[src/rtl/universal_shift_counter_if.sv]
// Command/data bundle for universal_shift_counter.
// The master side issues commands and observes the register; the slave side is the block.
interface universal_shift_counter_if #(
    parameter int WIDTH = 16,
    parameter int CNT_W = 5
);
    logic             cmd_valid;
    logic             cmd_ready;
    logic [2:0]       cmd_op;
    logic [CNT_W-1:0] cmd_cnt;
    logic [WIDTH-1:0] data_in;
    logic             ser_in;
    logic [WIDTH-1:0] data_out;
    logic             ser_out;
    logic             busy;
    logic             done;
    logic             tc;

    modport master (
        output cmd_valid, cmd_op, cmd_cnt, data_in, ser_in,
        input  cmd_ready, data_out, ser_out, busy, done, tc
    );

    modport slave (
        input  cmd_valid, cmd_op, cmd_cnt, data_in, ser_in,
        output cmd_ready, data_out, ser_out, busy, done, tc
    );
endinterface

[src/rtl/universal_shift_counter.sv]
// WIDTH-bit register with load, clear, shift, rotate and up/down count.
// Each command runs cmd_cnt steps (one per clock); step 1 lands on the accept edge,
// the rest are sequenced by a two-state IDLE/RUN controller with a remaining-step counter.
module universal_shift_counter #(
    parameter int WIDTH = 16,
    parameter int CNT_W = 5
) (
    input  logic                  clk,
    input  logic                  rst_n,
    universal_shift_counter_if.slave bus
);

    localparam logic [2:0] OP_LOAD  = 3'd0;
    localparam logic [2:0] OP_SHL   = 3'd1;
    localparam logic [2:0] OP_SHR   = 3'd2;
    localparam logic [2:0] OP_ROL   = 3'd3;
    localparam logic [2:0] OP_ROR   = 3'd4;
    localparam logic [2:0] OP_UP    = 3'd5;
    localparam logic [2:0] OP_DN    = 3'd6;
    localparam logic [2:0] OP_CLEAR = 3'd7;

    typedef enum logic {
        IDLE = 1'b0,
        RUN  = 1'b1
    } state_t;

    state_t           state_reg, state_next;
    logic [CNT_W-1:0] remain_reg, remain_next;
    logic [2:0]       op_reg, op_next;
    logic [WIDTH-1:0] data_reg, data_next;
    logic             ser_reg, ser_next;
    logic             done_reg, done_next;
    logic             tc_reg, tc_next;

    logic             accept;
    logic             step_en;
    logic [2:0]       step_op;

    assign accept        = bus.cmd_valid && (state_reg == IDLE);
    assign bus.cmd_ready = (state_reg == IDLE);
    assign bus.busy      = (state_reg == RUN);
    assign bus.data_out  = data_reg;
    assign bus.ser_out   = ser_reg;
    assign bus.done      = done_reg;
    assign bus.tc        = tc_reg;

    // Controller state, step counter and latched opcode
    always_ff @(posedge clk or negedge rst_n) begin
        if (!rst_n) begin
            state_reg  <= IDLE;
            remain_reg <= '0;
            op_reg     <= OP_LOAD;
            done_reg   <= 1'b0;
        end else begin
            state_reg  <= state_next;
            remain_reg <= remain_next;
            op_reg     <= op_next;
            done_reg   <= done_next;
        end
    end

    // Next-state logic: decides whether this edge applies a step, with which op, and when done fires
    always_comb begin
        state_next  = state_reg;
        remain_next = remain_reg;
        op_next     = op_reg;
        done_next   = 1'b0;
        step_en     = 1'b0;
        step_op     = op_reg;
        case (state_reg)
            IDLE: begin
                if (accept) begin
                    step_op = bus.cmd_op;
                    op_next = bus.cmd_op;
                    if (bus.cmd_op == OP_LOAD || bus.cmd_op == OP_CLEAR) begin
                        // Single-step ops ignore the step count entirely
                        step_en   = 1'b1;
                        done_next = 1'b1;
                    end else if (bus.cmd_cnt == '0) begin
                        // Zero steps: nothing changes, but the command still completes
                        done_next = 1'b1;
                    end else begin
                        step_en = 1'b1;
                        if (bus.cmd_cnt == CNT_W'(1)) begin
                            done_next = 1'b1;
                        end else begin
                            state_next  = RUN;
                            remain_next = bus.cmd_cnt - CNT_W'(1);
                        end
                    end
                end
            end
            RUN: begin
                step_en     = 1'b1;
                remain_next = remain_reg - CNT_W'(1);
                if (remain_reg == CNT_W'(1)) begin
                    state_next = IDLE;
                    done_next  = 1'b1;
                end
            end
            default: begin
                state_next = IDLE;
            end
        endcase
    end

    // Datapath: compute the register, serial-out and wrap flag for one step
    always_comb begin
        data_next = data_reg;
        ser_next  = ser_reg;
        tc_next   = 1'b0;
        if (step_en) begin
            case (step_op)
                OP_LOAD: data_next = bus.data_in;
                OP_SHL: begin
                    data_next = {data_reg[WIDTH-2:0], bus.ser_in};
                    ser_next  = data_reg[WIDTH-1];
                end
                OP_SHR: begin
                    data_next = {bus.ser_in, data_reg[WIDTH-1:1]};
                    ser_next  = data_reg[0];
                end
                OP_ROL: data_next = {data_reg[WIDTH-2:0], data_reg[WIDTH-1]};
                OP_ROR: data_next = {data_reg[0], data_reg[WIDTH-1:1]};
                OP_UP: begin
                    data_next = data_reg + WIDTH'(1);
                    tc_next   = &data_reg;
                end
                OP_DN: begin
                    data_next = data_reg - WIDTH'(1);
                    tc_next   = ~|data_reg;
                end
                default: data_next = '0;
            endcase
        end
    end

    // Datapath registers
    always_ff @(posedge clk or negedge rst_n) begin
        if (!rst_n) begin
            data_reg <= '0;
            ser_reg  <= 1'b0;
            tc_reg   <= 1'b0;
        end else begin
            data_reg <= data_next;
            ser_reg  <= ser_next;
            tc_reg   <= tc_next;
        end
    end

endmodule

[src/flat_wrapper.sv]
// flat-port wrapper written by rule: the top's interface ports become plain ports
module universal_shift_counter_flat 
#(
    parameter int WIDTH = 16,
    parameter int CNT_W = 5
)
  (clk, rst_n, bus_cmd_valid, bus_cmd_op, bus_cmd_cnt, bus_data_in, bus_ser_in, bus_cmd_ready, bus_data_out, bus_ser_out, bus_busy, bus_done, bus_tc);
  universal_shift_counter_if #(.WIDTH(WIDTH), .CNT_W(CNT_W)) bus_i ();
  input  logic clk;
  input  logic rst_n;
  input wire logic [$bits(bus_i.cmd_valid)-1:0] bus_cmd_valid;
  input wire logic [$bits(bus_i.cmd_op)-1:0] bus_cmd_op;
  input wire logic [$bits(bus_i.cmd_cnt)-1:0] bus_cmd_cnt;
  input wire logic [$bits(bus_i.data_in)-1:0] bus_data_in;
  input wire logic [$bits(bus_i.ser_in)-1:0] bus_ser_in;
  output wire logic [$bits(bus_i.cmd_ready)-1:0] bus_cmd_ready;
  output wire logic [$bits(bus_i.data_out)-1:0] bus_data_out;
  output wire logic [$bits(bus_i.ser_out)-1:0] bus_ser_out;
  output wire logic [$bits(bus_i.busy)-1:0] bus_busy;
  output wire logic [$bits(bus_i.done)-1:0] bus_done;
  output wire logic [$bits(bus_i.tc)-1:0] bus_tc;
  assign bus_i.cmd_valid = bus_cmd_valid;
  assign bus_i.cmd_op = bus_cmd_op;
  assign bus_i.cmd_cnt = bus_cmd_cnt;
  assign bus_i.data_in = bus_data_in;
  assign bus_i.ser_in = bus_ser_in;
  assign bus_cmd_ready = bus_i.cmd_ready;
  assign bus_data_out = bus_i.data_out;
  assign bus_ser_out = bus_i.ser_out;
  assign bus_busy = bus_i.busy;
  assign bus_done = bus_i.done;
  assign bus_tc = bus_i.tc;
  universal_shift_counter #(.WIDTH(WIDTH), .CNT_W(CNT_W)) u_core (.clk(clk), .rst_n(rst_n), .bus(bus_i));
endmodule
[config.mk]
export PLATFORM = sky130hd
export DESIGN_NAME = universal_shift_counter_flat
export DESIGN_NICKNAME = d
export VERILOG_FILES = /design/src/rtl/universal_shift_counter_if.sv /design/src/rtl/universal_shift_counter.sv /design/src/flat_wrapper.sv
export SDC_FILE = /design/constraint.sdc
export NUM_CORES = 1
export LEC_CHECK = 0
export CORE_AREA = 2 2 78 80
export CTS_BUF_LIST = sky130_fd_sc_hd__clkbuf_16
export DETAILED_ROUTE_END_ITERATION = 16
export DIE_AREA = 0 0 80 82
export PLACE_DENSITY = 0.76
export SLEW_MARGIN = 10
export SYNTH_ARGS = -nofsm -noshare
export SYNTH_HDL_FRONTEND = slang
export SYNTH_SLANG_ARGS = --single-unit
[constraint.sdc]
create_clock -name clk -period 3.1 [get_ports clk]
set_input_delay 0.62 -clock clk [delete_from_list [all_inputs] [get_ports clk]]
set_output_delay 0.62 -clock clk [all_outputs]
set_load 0.005 [all_outputs]
# Word level (Yosys, flattened, before mapping)
# Cells that the tools add are included.
# classes
add_sub_neg	4
eq_ne	13
muxes	27
bitwise_logic	1
reduce_logical	11
# op_table
operator	n
$pmux 16 s7	1
$mux 5	4
$add 16x1->16 const B	1
$reduce_and 16->1	1
$reduce_or 16->1	1
$sub 16x1->16 const B	1
$mux 1	14
$eq 3x3->1 const B	4
$eq 5x1->1 const B	2
$pmux 1 s2	5
$pmux 5 s2	1
$sub 5x1->5 const B	2
$eq 3x2->1 const B	2
$logic_not 3->1	2
$mux 3	2
$ne 2x2->1 const B	3
$logic_not 5->1	1
$reduce_and 4->1	1
$eq 3x1->1 const B	1
$ne 2x1->1 const B	1
$reduce_and 2->1	1
$reduce_bool 2->1	1
$logic_and 1x1->1	1
$logic_not 1->1	1
2 further kinds	2
# totals
reg_bits	28
input_bits	28
word_cells	63

# Logic depth before layout (Yosys ltp)
# logic_depth
word_depth	7
depth_mapped	15
depth_no_buf	12

# Least setup slack after synthesis
# OpenSTA, ideal clock, no wires.
# synth_path
path_type	in2reg
startpoint	input bus_cmd_valid
endpoint	register u_core.data_reg[10], in the netlist u_core.bus.data_out[10]
t_arrival_ns	3.162
path_slack_ns	-0.138
cell_stages	15
path_cell_list	nand2b_1 -> buf_6 -> mux2i_4 -> inv_2 -> nand2_2 -> buf_2 -> xnor2_1 -> ha_1 -> clkbuf_1 -> nand3_1 -> nor2_1 -> o21ai_0 -> o22a_1 -> o32a_1 -> o21ai_1
# synth_between
elab_chain_len	5
word_cells_on_any_way	13
classes_between	eq/ne (6); mux (5); reduce/logical (2)
# synth_rtl
item	line	source
start, declared	flat_wrapper.sv:11	input wire logic [$bits(bus_i.cmd_valid)-1:0] bus_cmd_valid;
$logic_and 1x1->1 *	universal_shift_counter.sv:39	assign accept = bus.cmd_valid && (state_reg == IDLE);
$mux 3	universal_shift_counter.sv:72	if (accept) begin
$mux 3	universal_shift_counter.sv:70	case (state_reg)
$eq 3x3->1 (tied with other cells)	universal_shift_counter.sv:113	case (step_op)
$pmux 16 s7	universal_shift_counter.sv:113	
end signal, assigned	universal_shift_counter.sv:145	data_reg <= data_next;
end, declared	universal_shift_counter.sv:30	logic [WIDTH-1:0] data_reg, data_next;
# Mark *: on every way between the ends. The rest lies on a longest branch, timed or not.
# A chain may end at the register's enable or synchronous reset.

# Worst setup path after layout
# layout_path
startpoint	input bus_cmd_valid
endpoint	register u_core.data_reg[14], in the netlist u_core.bus.data_out[14]
# Same word-level chain as after synthesis.

==> flow_summary.ini <==
[status]
status = finished, final reports clean

[global_route]
globalRouteTotalUtil_pct = 27.2
pin_count_of_the_biggest_net_entering_global_routing = 29
grt_remaining_overflow = 0
number_of_antenna_violations_at_the_first_check_in_global_routing = 0
globalRoute.busiestLayer = met2
number_of_global_route_vias_before_repair = 2728
grt_use_met2_pct = 46.8
grt_pass1_wl_um = 13900
use_met1_pct = 35.6
groute.layer.met3.usage_pct = 2.97

[critical_path]
worst_r2r_endpoint = u_core.bus.data_out[14]
critical_path_depth = 11
critPathLaunchType = input port
worstPathBufferInverterCount = 1
critPathRequiredTime_ns = 3.30
timing.critical_path.arrival_ns = 3.16
max_stage_delay_ns = 0.51
critPathSlowestCell = sky130_fd_sc_hd__clkdlybuf4s50_1
timing.critical_path.to_type = flip-flop
cpLargestDelayFamily = compound AO/OA/AOI/OAI gates
timing.critical_path.fanout_max = 3
crit_type = input port to flip-flop
r2r-start = u_core.bus.busy
worst-r2r-cell-count = 11
reg2reg_setup_slack_ns = 0.62
worstPathCellList = clkdlybuf4s50_1 -> and4bb_2 -> a31o_2 -> nand2_2 -> xnor2_1 -> ha_1 -> nor4_2 -> nand3_2 -> o32a_1 -> o32a_1 -> o21ai_1
critical-path-top-cell-by-count = sky130_fd_sc_hd__o32a_1

[sta]
final_worst_path_period_share_pct = 95.6
setup_viol_count_final = 0
clock_skew_ns = 0.00272
fin_worst_setup_slack_ns = 0.137
timing_worst_slew_pin_value_ns = 0.626
period_minus_slack_ns = 2.96
rsz_0062_raised_after_global_routing = false
clock.fmax_ghz = 0.338
slew-limit-headroom_pct = 58.3
final_hold_vios = 0
slew_violations = 0

[clock_tree]
worst_setup_hold_path_clk_slew_ns = 0.07
cts-buffers-inserted = 3
clk-insertion-delay-late_ns = 0.27
max-clock-path-buffers = 2
cts_num_sinks = 28
clock_root_buffer = sky130_fd_sc_hd__clkbuf_16
ctsHtreeMaxLevel = 1
cts_tree = yes

[floorplanning]
die_area_mm2 = 0.00656
core_region_area_mm2 = 0.00575
die-width_um = 80
die_h_um = 82
std_cell_rows = 28
effective_utilization_at_floorplan_pct = 46.5
io_pins = 49

[placed_design]
placedInstanceArea_mm2 = 0.00333
place.gp.congestion = 0.974
port-buffer-count = 48
place.detailed.hpwl_um = 6180
pre_cts_slack_ns = -0.113

[route]
routed_wirelength_um = 8800
drt.antenna.violating_nets = 0
drc = 0
drt_pass1_iterations = 5
drt_first_iter_violations = 214
final_routed_wire_length_divided_by_cell_count_um = 19.2
number_of_vias_in_the_routed_layout = 2973
avgViaCountPerCell = 6.49

[yosys]
yosys_warnings = 0
post-synth-top-area-fraction_pct = 26.2
syn-mean-instance-area_um2 = 8.09
synth.area.top_cells = sky130_fd_sc_hd__dfrtp_1 (26%), sky130_fd_sc_hd__nand2_1 (4.2%), sky130_fd_sc_hd__nor2_1 (3.8%)
synthesis.area_mm2 = 0.00267
yosysUniqueCellTypes = 68
yosys_register_bits = 28
synth-edff-count = 0
number_of_nets_produced_by_synthesis = 364
synth_flop_cell = sky130_fd_sc_hd__dfrtp_1
netlist_instances = 330
synth_largest_area_cell = sky130_fd_sc_hd__dfrtp_1
asyncSetResetFlopFracSynth_pct = 100
synth_sequential_area_ratio_pct = 26.2

[power]
power.total_mw = 3.51
power.static_leakage_nw = 1.34
power.density_cell_area_mw_per_mm2 = 1020
worst_ir_drop_vdd_mv = 0.473

[cells_and_area]
register_area_um2 = 701
final_cell_area_mm2 = 0.00344
fillCellCount = 534
number_of_antenna_repair_diodes = 0
area_growth_syn_to_layout_pct = 28.8
utilization_pct = 59.8
layout-drive-gt1-share_pct = 15.9
final_net_count = 418
multi_input_comb_area_mm2 = 0.00181
max_reg_flops = 16

[worst_hold_path]
hold_start = u_core.remain_reg[4]
hold_path_depth = 1
holdCritPathClass = flip-flop to flip-flop
min_delay_worst_endpoint = u_core.bus.done

[flow_run]
max_cap_violations = 0
[report_power, final]
| group | leakage [nW] | internal [mW] | switching (mW) | total [mW] |
|---|---|---|---|---|
| registers | 0.346 | 0.525 | 0.337 | 0.862 |
| logic | 0.954 | 1.07 | 1.26 | 2.34 |
| clock network | 0.0385 | 0.174 | 0.135 | 0.308 |
[per-stage QoR]
stage / hold WS, ns / setup TNS [ns] / cells
6_report: 0.545 / 0 / 458
5_1_grt: 0.585 / 0 / 458
4_1_cts: 0.553 / 0 / 458
3_5_place_dp: 0.544 / -0.323 / 454
3_3_place_gp: 0.537 / -0.127 / 454
2_1_floorplan: 0.324 / 0 / 330
[per-layer routing]
metal	routed length (um)	vias to the layer above
li1	-	1378
met1	3680	1436
met2	4320	147
met3	662	12
met4	129	0
met5	0	-
[cells by family (layout without fill, tap and decap cells)]
logic type | count (synthesis) | count (layout) | synth area share (%)
AO/OA/AOI/OAI | 118 | 118 | 33.5
AND/OR/NAND/NOR | 114 | 114 | 21.5
buffers and inverters | 42 | 95 | 7.03
flip-flops | 28 | 28 | 26.2
XOR/XNOR | 12 | 12 | 3.94
multiplexers | 10 | 10 | 5.01
adder cells (fa/ha/maj) | 6 | 6 | 2.81
[worst reg2reg max path: stages, from the launching register on]
cell	delay, ns
sky130_fd_sc_hd__dfrtp_1	0.42
sky130_fd_sc_hd__nand2b_4	0.19
sky130_fd_sc_hd__mux2i_4	0.20
sky130_fd_sc_hd__inv_2	0.07
sky130_fd_sc_hd__nand2_2	0.05
sky130_fd_sc_hd__xnor2_1	0.12
sky130_fd_sc_hd__ha_1	0.25
sky130_fd_sc_hd__nor4_2	0.29
sky130_fd_sc_hd__nand3_2	0.15
sky130_fd_sc_hd__o32a_1	0.32
sky130_fd_sc_hd__o32a_1	0.28
sky130_fd_sc_hd__o21ai_1	0.07
[what timing repair did]
item                                    CTS  global route
endpoints found under the setup margin    0             2
hold buffers                              0             0
resized for setup                         0             4
buffers inserted                          0             0
[cell usage after synthesis, drive strengths merged (3+ instances only)]
cell type / n
mux2i: 9
a222oi: 3
a221oi: 6
o221ai: 3
nand3: 17
xor2: 4
nand2: 31
nand4: 4
ha: 6
a22oi: 13
a21oi: 17
or3: 4
o21ai: 22
or4: 4
xnor2: 8
nor3: 6
nor4: 7
a31oi: 4
dfrtp: 28
inv: 13
o2bb2ai: 7
a22o: 5
buf: 10
o32a: 4
clkbuf: 19
a32oi: 3
and3: 4
o22ai: 7
nor2: 29
[worst max-delay path by stage]
| stage | start | endpoint | slack, ns |
|---|---|---|---|
| 2_1_floorplan | bus_cmd_valid | u_core.bus.data_out[14] | 0.004 |
| 3_3_place_gp | bus_cmd_valid | u_core.bus.data_out[14] | -0.07 |
| 3_5_place_dp | bus_cmd_valid | u_core.bus.data_out[12] | -0.11 |
| 4_1_cts | bus_cmd_valid | u_core.bus.data_out[14] | 0.14 |
| 5_1_grt | bus_cmd_valid | u_core.bus.data_out[8] | 0.009 |
| 6_report | bus_cmd_valid | u_core.bus.data_out[14] | 0.14 |
[layout make-up]
cell class	count	area share [%]
clock buffers	3	2.18
clock inverters	1	0.109
inverters	13	1.42
multi-input cells	260	52.7
flip-flops and latches	28	20.4
well taps	75	2.73
repair buffers	78	20.5
[placed cells by master, fill, tap and decap left out, drive strengths merged, types with 7 or more instances in the layout]
master	netlist	routed
a21oi	17	17
a22oi	13	13
buf	10	30
clkdlybuf4s50	0	48
dfrtp	28	28
inv	13	13
mux2i	9	9
nand2	31	31
nand3	17	17
nor2	29	29
nor4	7	7
o21ai	22	22
o22ai	7	7
o2bb2ai	7	7
xnor2	8	8
Power figures use the tool's default switching activity.
